===== src/rtl/pmod_pkg.sv =====
// Shared types and defaults for the PMOD serial receiver.
package pmod_pkg;

  localparam int unsigned PMOD_FRAME_BITS = 16;

  typedef enum logic [1:0] {
    WAIT_IDLE = 2'd0,
    IDLE      = 2'd1,
    SHIFT     = 2'd2,
    CLOSE     = 2'd3
  } rx_state_t;

endpackage


===== src/rtl/pmod_rx_fifo.sv =====
// First-word-fall-through word FIFO for the PMOD receiver (PMOD_RX_FIFO_EN builds only).
// DEPTH must be a power of two, at least 2.
module pmod_rx_fifo #(
  parameter int W     = 16,
  parameter int DEPTH = 4
) (
  input  logic         clk,
  input  logic         rst_n,
  input  logic         wr_en,
  input  logic [W-1:0] wr_data,
  input  logic         rd_en,
  output logic [W-1:0] rd_data,
  output logic         empty,
  output logic         full
);

  localparam int AW = $clog2(DEPTH);

  logic [W-1:0] mem [DEPTH];
  logic [AW:0]  wr_ptr_reg;
  logic [AW:0]  rd_ptr_reg;

  // A write while full is only issued together with a pop; the overwritten
  // slot is the head that leaves in that same cycle.
  always_ff @(posedge clk) begin
    if (wr_en) mem[wr_ptr_reg[AW-1:0]] <= wr_data;
  end

  always_ff @(posedge clk or negedge rst_n) begin
    if (!rst_n) begin
      wr_ptr_reg <= '0;
      rd_ptr_reg <= '0;
    end else begin
      if (wr_en) wr_ptr_reg <= wr_ptr_reg + (AW+1)'(1);
      if (rd_en) rd_ptr_reg <= rd_ptr_reg + (AW+1)'(1);
    end
  end

  assign empty   = (wr_ptr_reg == rd_ptr_reg);
  assign full    = (wr_ptr_reg[AW-1:0] == rd_ptr_reg[AW-1:0]) &&
                   (wr_ptr_reg[AW] != rd_ptr_reg[AW]);
  assign rd_data = empty ? '0 : mem[rd_ptr_reg[AW-1:0]];

endmodule


===== src/rtl/pmod_receiver.sv =====
// Chip-select framed, LSB-first serial receiver with valid/ready output.
// Define PMOD_RX_FIFO_EN to replace the single holding register with a FIFO.
module pmod_receiver
  import pmod_pkg::*;
#(
  parameter int FRAME_BITS  = PMOD_FRAME_BITS,
  parameter int SYNC_STAGES = 2,
  parameter int FIFO_DEPTH  = 4
) (
  input  logic                  CLK,
  input  logic                  RST_N,
  input  logic                  CS_N,
  input  logic                  SDI,
  input  logic                  SCLK,
  output logic [FRAME_BITS-1:0] rx_data,
  output logic                  rx_valid,
  input  logic                  rx_ready,
  output logic                  frame_err,
  output logic                  overflow,
  output logic                  busy
);

  localparam int CW = $clog2(FRAME_BITS + 2);
  localparam int SW = $clog2(SYNC_STAGES + 2);
  localparam logic [CW-1:0] CNT_FULL = CW'(FRAME_BITS);
  localparam logic [CW-1:0] CNT_SAT  = CW'(FRAME_BITS + 1);
  localparam logic [SW-1:0] SETTLE   = SW'(SYNC_STAGES + 1);

  logic [SYNC_STAGES-1:0] cs_sync_reg;
  logic [SYNC_STAGES-1:0] sdi_sync_reg;
  logic [SYNC_STAGES-1:0] sclk_sync_reg;
  logic                   cs_d_reg;
  logic                   sclk_d_reg;

  always_ff @(posedge CLK or negedge RST_N) begin
    if (!RST_N) begin
      cs_sync_reg   <= '1;
      sdi_sync_reg  <= '1;
      sclk_sync_reg <= '1;
      cs_d_reg      <= 1'b1;
      sclk_d_reg    <= 1'b1;
    end else begin
      cs_sync_reg   <= {cs_sync_reg[SYNC_STAGES-2:0], CS_N};
      sdi_sync_reg  <= {sdi_sync_reg[SYNC_STAGES-2:0], SDI};
      sclk_sync_reg <= {sclk_sync_reg[SYNC_STAGES-2:0], SCLK};
      cs_d_reg      <= cs_sync_reg[SYNC_STAGES-1];
      sclk_d_reg    <= sclk_sync_reg[SYNC_STAGES-1];
    end
  end

  logic cs_s, sdi_s, sclk_s;
  logic cs_fall, cs_rise, sclk_fall;

  assign cs_s      = cs_sync_reg[SYNC_STAGES-1];
  assign sdi_s     = sdi_sync_reg[SYNC_STAGES-1];
  assign sclk_s    = sclk_sync_reg[SYNC_STAGES-1];
  assign cs_fall   = cs_d_reg & ~cs_s;
  assign cs_rise   = ~cs_d_reg & cs_s;
  assign sclk_fall = sclk_d_reg & ~sclk_s;

  rx_state_t             state_reg;
  logic [FRAME_BITS-1:0] shift_reg;
  logic [CW-1:0]         bit_cnt_reg;
  logic [SW-1:0]         settle_reg;
  logic                  frame_err_reg;

  // WAIT_IDLE first lets the synchronizers refill from the pins, since their
  // reset value of 1 would otherwise fake an idle bus mid-frame.
  always_ff @(posedge CLK or negedge RST_N) begin
    if (!RST_N) begin
      state_reg     <= WAIT_IDLE;
      shift_reg     <= '0;
      bit_cnt_reg   <= '0;
      settle_reg    <= '0;
      frame_err_reg <= 1'b0;
    end else begin
      frame_err_reg <= 1'b0;
      case (state_reg)
        WAIT_IDLE: begin
          if (settle_reg != SETTLE)
            settle_reg <= settle_reg + SW'(1);
          else if (cs_s && cs_d_reg)
            state_reg <= IDLE;
        end
        IDLE: begin
          if (cs_fall) begin
            state_reg   <= SHIFT;
            shift_reg   <= '0;
            bit_cnt_reg <= '0;
          end
        end
        SHIFT: begin
          if (sclk_fall) begin
            shift_reg <= {sdi_s, shift_reg[FRAME_BITS-1:1]};
            if (bit_cnt_reg != CNT_SAT) bit_cnt_reg <= bit_cnt_reg + CW'(1);
          end
          if (cs_rise) state_reg <= CLOSE;
        end
        CLOSE: begin
          frame_err_reg <= (bit_cnt_reg != CNT_FULL);
          state_reg     <= IDLE;
        end
        default: state_reg <= WAIT_IDLE;
      endcase
    end
  end

  logic push, pop, buf_full, overflow_reg;

  assign push      = (state_reg == CLOSE) && (bit_cnt_reg == CNT_FULL);
  assign pop       = rx_valid && rx_ready;
  assign busy      = (state_reg == SHIFT);
  assign frame_err = frame_err_reg;
  assign overflow  = overflow_reg;

  always_ff @(posedge CLK or negedge RST_N) begin
    if (!RST_N) overflow_reg <= 1'b0;
    else        overflow_reg <= push && buf_full && !pop;
  end

`ifdef PMOD_RX_FIFO_EN
  logic fifo_empty, fifo_full, fifo_wr;

  assign fifo_wr  = push && (!fifo_full || pop);
  assign buf_full = fifo_full;
  assign rx_valid = !fifo_empty;

  pmod_rx_fifo #(
    .W     (FRAME_BITS),
    .DEPTH (FIFO_DEPTH)
  ) u_fifo (
    .clk     (CLK),
    .rst_n   (RST_N),
    .wr_en   (fifo_wr),
    .wr_data (shift_reg),
    .rd_en   (pop),
    .rd_data (rx_data),
    .empty   (fifo_empty),
    .full    (fifo_full)
  );
`else
  logic [FRAME_BITS-1:0] hold_data_reg;
  logic                  hold_valid_reg;
  logic                  unused_depth;

  assign unused_depth = (FIFO_DEPTH == 0);
  assign buf_full     = hold_valid_reg;
  assign rx_valid     = hold_valid_reg;
  assign rx_data      = hold_data_reg;

  always_ff @(posedge CLK or negedge RST_N) begin
    if (!RST_N) begin
      hold_data_reg  <= '0;
      hold_valid_reg <= 1'b0;
    end else if (push && (!hold_valid_reg || pop)) begin
      hold_data_reg  <= shift_reg;
      hold_valid_reg <= 1'b1;
    end else if (pop) begin
      hold_valid_reg <= 1'b0;
    end
  end
`endif

endmodule


===== config.mk =====
export PLATFORM = sky130hd
export DESIGN_NAME = pmod_receiver
export DESIGN_NICKNAME = d
export VERILOG_FILES = /design/src/rtl/pmod_pkg.sv /design/src/rtl/pmod_rx_fifo.sv /design/src/rtl/pmod_receiver.sv
export SDC_FILE = /design/constraint.sdc
export NUM_CORES = 1
export LEC_CHECK = 0
export BUFFER_PORTS_ARGS = -buffer_cell sky130_fd_sc_hd__clkbuf_2
export CORE_AREA = 3 3 82 100
export DETAILED_ROUTE_END_ITERATION = 10
export DIE_AREA = 0 0 85 103
export REMOVE_ABC_BUFFERS = 1
export SLEW_MARGIN = 30
export SYNTH_ARGS = -nofsm -noshare
export SYNTH_HDL_FRONTEND = slang
export SYNTH_SLANG_ARGS = --single-unit

===== constraint.sdc =====
create_clock -name CLK -period 3.7 [get_ports CLK]
set_input_delay 0.185 -clock CLK [delete_from_list [all_inputs] [get_ports CLK]]
set_output_delay 0.185 -clock CLK [all_outputs]
set_load 0.1 [all_outputs]

==> results of run 1 <==
==> critical path, delay by kind of cell (launching register included) <==
family / cells / cell delay [ps]
buffers and inverters: 2 / 650
adder cells (fa/ha/maj): 1 / 480
flip-flops: 1 / 420
==> layout make-up <==
| class | instances | area (sq um) | area share [%] |
|---|---|---|---|
| clock inverters | 3 | 26.28 | 1.042 |
| flip-flops and latches | 52 | 1311 | 51.98 |
| clock buffers | 5 | 68.82 | 2.728 |
| inverters | 7 | 26.28 | 1.042 |
| multi-input cells | 85 | 814.5 | 32.29 |
| well taps | 90 | 112.6 | 4.464 |
| repair buffers | 29 | 162.7 | 6.448 |
==> layer usage <==
metal	wire length [um]	vias to the layer above	GRT usage (%)
li1	-	592	-
met1	1694	622	11.53
met2	1696	19	14.23
met3	105	4	2.158
met4	36	0	2.558
met5	0	-	0
==> power groups by stage <==
stage / logic (mW) / registers, mW / clock network [mW]
global route: 0.395 / 0.622 / 0.369
detailed placement: 0.354 / 0.630 / 0
global placement: 0.350 / 0.629 / 0
floorplan: 0.244 / 0.663 / 0
finish: 0.359 / 0.618 / 0.334
CTS: 0.357 / 0.619 / 0.351
==> how the worst max path moves through the flow <==
stage	to	slack, ps	cells past startpoint
5_1_grt	shift_reg[0]	1430	5
6_report	busy	1660	3
2_1_floorplan	shift_reg[0]	1100	5
3_3_place_gp	shift_reg[2]	1530	5
3_5_place_dp	shift_reg[0]	1460	5
4_1_cts	shift_reg[4]	1440	5
==> synthesized netlist by cell type <==
cell type / count
ha_1: 8
a31oi_1: 1
and3_1: 1
a21boi_0: 1
mux2i_1: 2
or4b_1: 1
a21o_1: 1
and2_1: 1
a22oi_4: 1
nor3_1: 1
mux2_2: 7
nand3_2: 1
nor2_1: 4
o221ai_1: 1
nand4_4: 1
nand2_1: 6
and4b_1: 1
nand2b_1: 3
nor2b_1: 1
a22o_1: 16
o21bai_1: 1
or3_1: 1
nor3b_4: 1
nand3_1: 6
dfrtp_1: 44
xor2_1: 1
nand2b_4: 1
buf_4: 2
buf_2: 1
mux2_4: 10
buf_6: 1
o21ai_2: 1
dfstp_2: 8
a221o_1: 1
inv_1: 7
o22ai_1: 1
a211oi_2: 2
==> cells by family (layout without fill, tap and decap cells) <==
kind of cell,after synthesis,count (layout)
fa+ha+maj,8,8
simple gates,30,30
buf+inv,11,44
flops,52,52
compound gates,27,27
xor+xnor,1,1
mux,19,19
==> stage by stage <==
step	utilization, %	hold WS (ps)	cell area (sq um)	power (mW)
after floorplan	-	-110.6	2145	0.9066
after global placement	32.85	272.9	2390	0.9788
after detailed placement	32.85	275.4	2390	0.9834
after CTS	34.57	10.38	2515	1.326
after global routing	34.67	41.78	2522	1.386
final	34.67	-17.42	2522	1.311
==> cells in the final DEF (no fill, tap or decap), types with 2 or more instances in the layout <==
cell type / Yosys / final
nand2b_1: 3 / 3
clkbuf_8: 0 / 5
dfstp_2: 8 / 8
mux2_4: 10 / 10
dfrtp_1: 44 / 44
nand2_1: 6 / 6
ha_1: 8 / 8
mux2_2: 7 / 7
nand3_1: 6 / 6
mux2i_1: 2 / 2
inv_1: 7 / 7
dlygate4sd3_1: 0 / 3
clkbuf_2: 0 / 25
clkinvlp_4: 0 / 2
a22o_1: 16 / 16
nor2_1: 4 / 4
==> metrics.txt, run 1 <==
Reg2Reg Launch Point=state_reg[0]; DP Worst Slack=around 1500 ps; post-CTS setup buffer count=0; # fillers=700; Worst setup SP type=register; Final Critical Period=2039 ps; Mapped Area=2176 sq um; ANT nets after route=0; RSZ-0062 raised after global routing=no; largest area contributor in the netlist=dfrtp_1; CP Capture Type=output pin; Max VDD drop=0.2544 mV; slowest CP cell=clkbuf_2; Die Y=103 um; Hold Crit Class=in -> async; I/O pin cnt=26; # DRC=0; slew margin rel.=56.55%; clock power share=approximately 26%; worst skew pair latency=300 ps; Worst Max-Slew Pin Slew=roughly 650 ps; largest family of logic cells by synthesized area=compound AO/OA/AOI/OAI gates; #FFs+latches synth=52; Seq pwr share=47.2%; P_sw=0.4716 mW; IO buf count=25; via count=roughly 1.2k; Ys Warns=0; R2R depth=5; share of layout cells above drive strength 1=a little under two fifths; Distinct cells, synth=37; switching share of power=35.97%; first-pass GRT wire length=6141 um; Critical path origin=state_reg[0]; cts bufs inserted=5; Data required, critical path=3510 ps; status=finished with violations; Layout Cells excl Fill=271; grt ovf=0; Synth area leaders=dfrtp_1 51%, dfstp_2 9.7%, mux2_4 6.9%; routability cong.=0.7052; Wirelength per Cell=between 10 and 15 um; part of the cycle the worst path needs=a little under three fifths; R2R setup slack=1670 ps; critical-path cell list=inv_1 > ha_1 > clkbuf_2; total of max-cap violations=0; Total GRT Usage=between 8 and 9%; final hold slack=-17.42 ps; H-tree depth=2; Inserted Diodes=0; complex-gate fraction of the synthesized area=11.44%; # rows=34; crit-path max FO=14; CTS tree=built; Chip Width=85 um; Hold Vio Cnt, Final=12; Layout Skew=between 6 and 7 ps; Final setup viols=0; Area Growth Syn to Fin=15.93%; max incr delay on CP=560 ps; vias in the first global route=between 1k and 1.5k; CP Data Arrival Time=1850 ps; Synth Area in Simple Gates=9.201%; Detail Placement HPWL=2383 um; final setup margin=1661 ps; die area=just under 9000 sq um; Setup TNS=0 ps; Routed WL=3532 um; Root Buffer=clkbuf_8; initial antenna violation count=0; Starting Density=29.91%; Synth Area per Inst=14.70 sq um; core area=7274 sq um; Clock transition at path regs=90 ps; largest net degree at the start of global routing=53; post-synthesis sequential area ratio=60.26%; Post-Synthesis Cells=148; DR pass1 iterations=4; post_cts resized=0; clock tree buffer depth=2; Synth top area share=50.60%; hold_buf cts=3; WS Path Type=reg -> out; Internal=0.8395 mW; Pins Over Slew Limit=0; Sink Count=52; leakage=1.233 nW; Via density=4.565; r2r endpoint=shift_reg[1]; Synth Area in XOR/XNOR=0.4025%; initial DRC count=61; nets=194; post-synthesis mux area share=11.44%; adder-cell area share of the yosys netlist=~4.6%; failing checks=hold timing; Pwr per Cell Area=519.8 nW/um^2; Max Fclk=490.3 MHz; Placed Cells incl. Taps=260; Gate power share=27.4%
Note: power is estimated with default switching activity, not from simulation.
==> run 2, diff against run 1 <==
- clock period: 3.7 -> 2 ns (I/O delays scaled with it)
==> run 2 against run 1 <==
The flow now finishes without violations. Global-route usage rose by 0.14 points. Final cell count rose by 1.1%. Via count rose by 0.32%. Largest power group unchanged. Total power rose by 86%. Register-to-register slack got worse by 1400 ps. Critical path type is now reg -> reg. Sequential cell count did not move. Worst setup slack got worse by 1400 ps. First-iteration DRC count rose by 26%.
==> metrics.txt, run 2 (synthesized netlist as in run 1, its figures left out) <==
core area=7274 sq um (unchanged); I/O pin cnt=26 (unchanged); largest net degree at the start of global routing=31 (-42%); leakage=1.257 nW (+1.9%); post-CTS setup buffer count=0 (unchanged); slowest CP cell=dfrtp_1; max incr delay on CP=450 ps (-110 ps); DR pass1 iterations=4 (unchanged); Hold Vio Cnt, Final=0 (-12); critical-path cell list=nor3b_4 > nand4_4 > mux2_4; part of the cycle the worst path needs=85.91%; Sequential cell area=1311 sq um (unchanged); final hold slack=129.5 ps (+147.0 ps); Area Growth Syn to Fin=17.37%; share of layout cells above drive strength 1=38.04% (+1.0 points); Final Critical Period=1718 ps; final setup margin=281.8 ps (-1379 ps); Clock transition at path regs=100 ps (about the same); CP Data Arrival Time=1910 ps (+60 ps); Worst Max-Slew Pin Slew=601.7 ps (-50.10 ps); design area=2554 sq um (+1.2%); DP Worst Slack=161.9 ps (-1300 ps); DP Area=2420 sq um (+1.3%); Sink Count=52 (unchanged); multi-input logic area=809.5 sq um (-0.61%); # DRC=0 (unchanged); vias in the first global route=1,275 (+2.7%); IO buf count=25 (unchanged); Detail Placement HPWL=2439 um (+2.4%); initial antenna violation count=0 (unchanged); Chip Width=85 um (unchanged); ANT nets after route=0 (unchanged); most frequent cells in the layout=44 x dfrtp_1, 24 x clkbuf_2, 16 x a22o_1, 10 x mux2_4, 8 x dfstp_2; Routed WL=3567 um (+0.99%); via count=1,241 (+0.32%); die area=8755 sq um (unchanged); Worst setup SP type=register; crit-path max FO=16 (+2); commonest non-fill, non-tap cell in the layout=dfrtp_1; Pwr per Cell Area=956.3 nW/um^2 (+84%); status=complete, no violations; Data required, critical path=2190 ps (-1320 ps); Final setup viols=0 (unchanged); grt ovf=0 (unchanged); # fillers=704 (+0.57%); initial DRC count=77 (+26%); WS Path Type=reg -> reg; CP Capture Type=register; total of max-cap violations=0 (unchanged); H-tree depth=2 (unchanged); Layout Skew=9.586 ps (+2.836 ps); # rows=34 (unchanged); cts bufs inserted=5 (unchanged); Max VDD drop=0.4655 mV (+83%); clock tree buffer depth=2 (unchanged); Inserted Diodes=0 (unchanged); Via density=4.529 (-0.78%); Starting Density=29.91% (unchanged); Wirelength per Cell=13.02 um (-0.11%); nets=197 (+1.5%); Die Y=103 um (unchanged); first-pass GRT wire length=6168 um (+0.44%); CTS tree=built; Hold Crit Class=in -> reg; routability cong.=0.8048 (+14%); Pins Over Slew Limit=0 (unchanged); Setup TNS=0 ps (unchanged); slew margin rel.=59.89% (+3.3 points); Root Buffer=clkbuf_8; RSZ-0062 raised after global routing=no; Max Fclk=582.0 MHz; Total GRT Usage=8.865% (+0.14 points); worst skew pair latency=300 ps (about the same)
[run 2: per-stage QoR]
| step | util [%] | power (mW) | std cells |
|---|---|---|---|
| final | 35.10 | 2.442 | 274 |
| after global routing | 35.10 | 2.586 | 274 |
| after CTS | 35.07 | 2.477 | 274 |
| after detailed placement | 33.26 | 1.856 | 262 |
| after global placement | 33.26 | 1.848 | 262 |
| after floorplan | - | 1.677 | 144 |
[run 2: critical path, delay by kind of cell, from the launching register on]
family           cells  cell delay [ps]
AND/OR/NAND/NOR      2              720
multiplexers         1              420
flip-flops           1              450
[run 2: cell type report]
cell class | instances | area share (%)
Clock buffer | 5 | 2.695
Clock inverter | 3 | 0.8819
Inverter | 7 | 1.029
Multi-Input combinational cell | 85 | 31.70
Sequential cell | 52 | 51.35
Tap cell | 90 | 4.410
Timing Repair Buffer | 32 | 7.937
[run 2: worst paths after layout]
kind	end	cells after the start	from	slack, ps
max	rx_data[9]	3	bit_cnt_reg[2]	280
min	overflow	3	rx_ready	130
max reg2reg	rx_data[9]	3	bit_cnt_reg[2]	280
min reg2reg	sclk_sync_reg[1]	0	sclk_sync_reg[0]	360
max in group asynchronous	cs_sync_reg[1]	3	RST_N	1030
min in group asynchronous	bit_cnt_reg[2]	2	RST_N	340
[run 2: per-layer routing]
metal / up-vias / track usage, % / share of wire (%)
li1: 600 / - / -
met1: 615 / 11.70 / 49
met2: 22 / 14.11 / 46
met3: 4 / 2.478 / 4.1
met4: 0 / 2.923 / 0.95
met5: - / 0 / 0
[run 2: repair_timing]
| action | CTS | global route |
|---|---|---|
| setup endpoints to repair | 0 | 5 |
| hold buffers | 4 | 0 |
| resized for setup | 0 | 1 |
| endpoints found under the hold margin | 22 | 0 |
[run 2: power by group]
| group | switching, mW | internal [mW] |
|---|---|---|
| Sequential | 0.0371 | 1.11 |
| Combinational | 0.473 | 0.220 |
| Clock | 0.355 | 0.251 |
| Total | 0.865 | 1.58 |
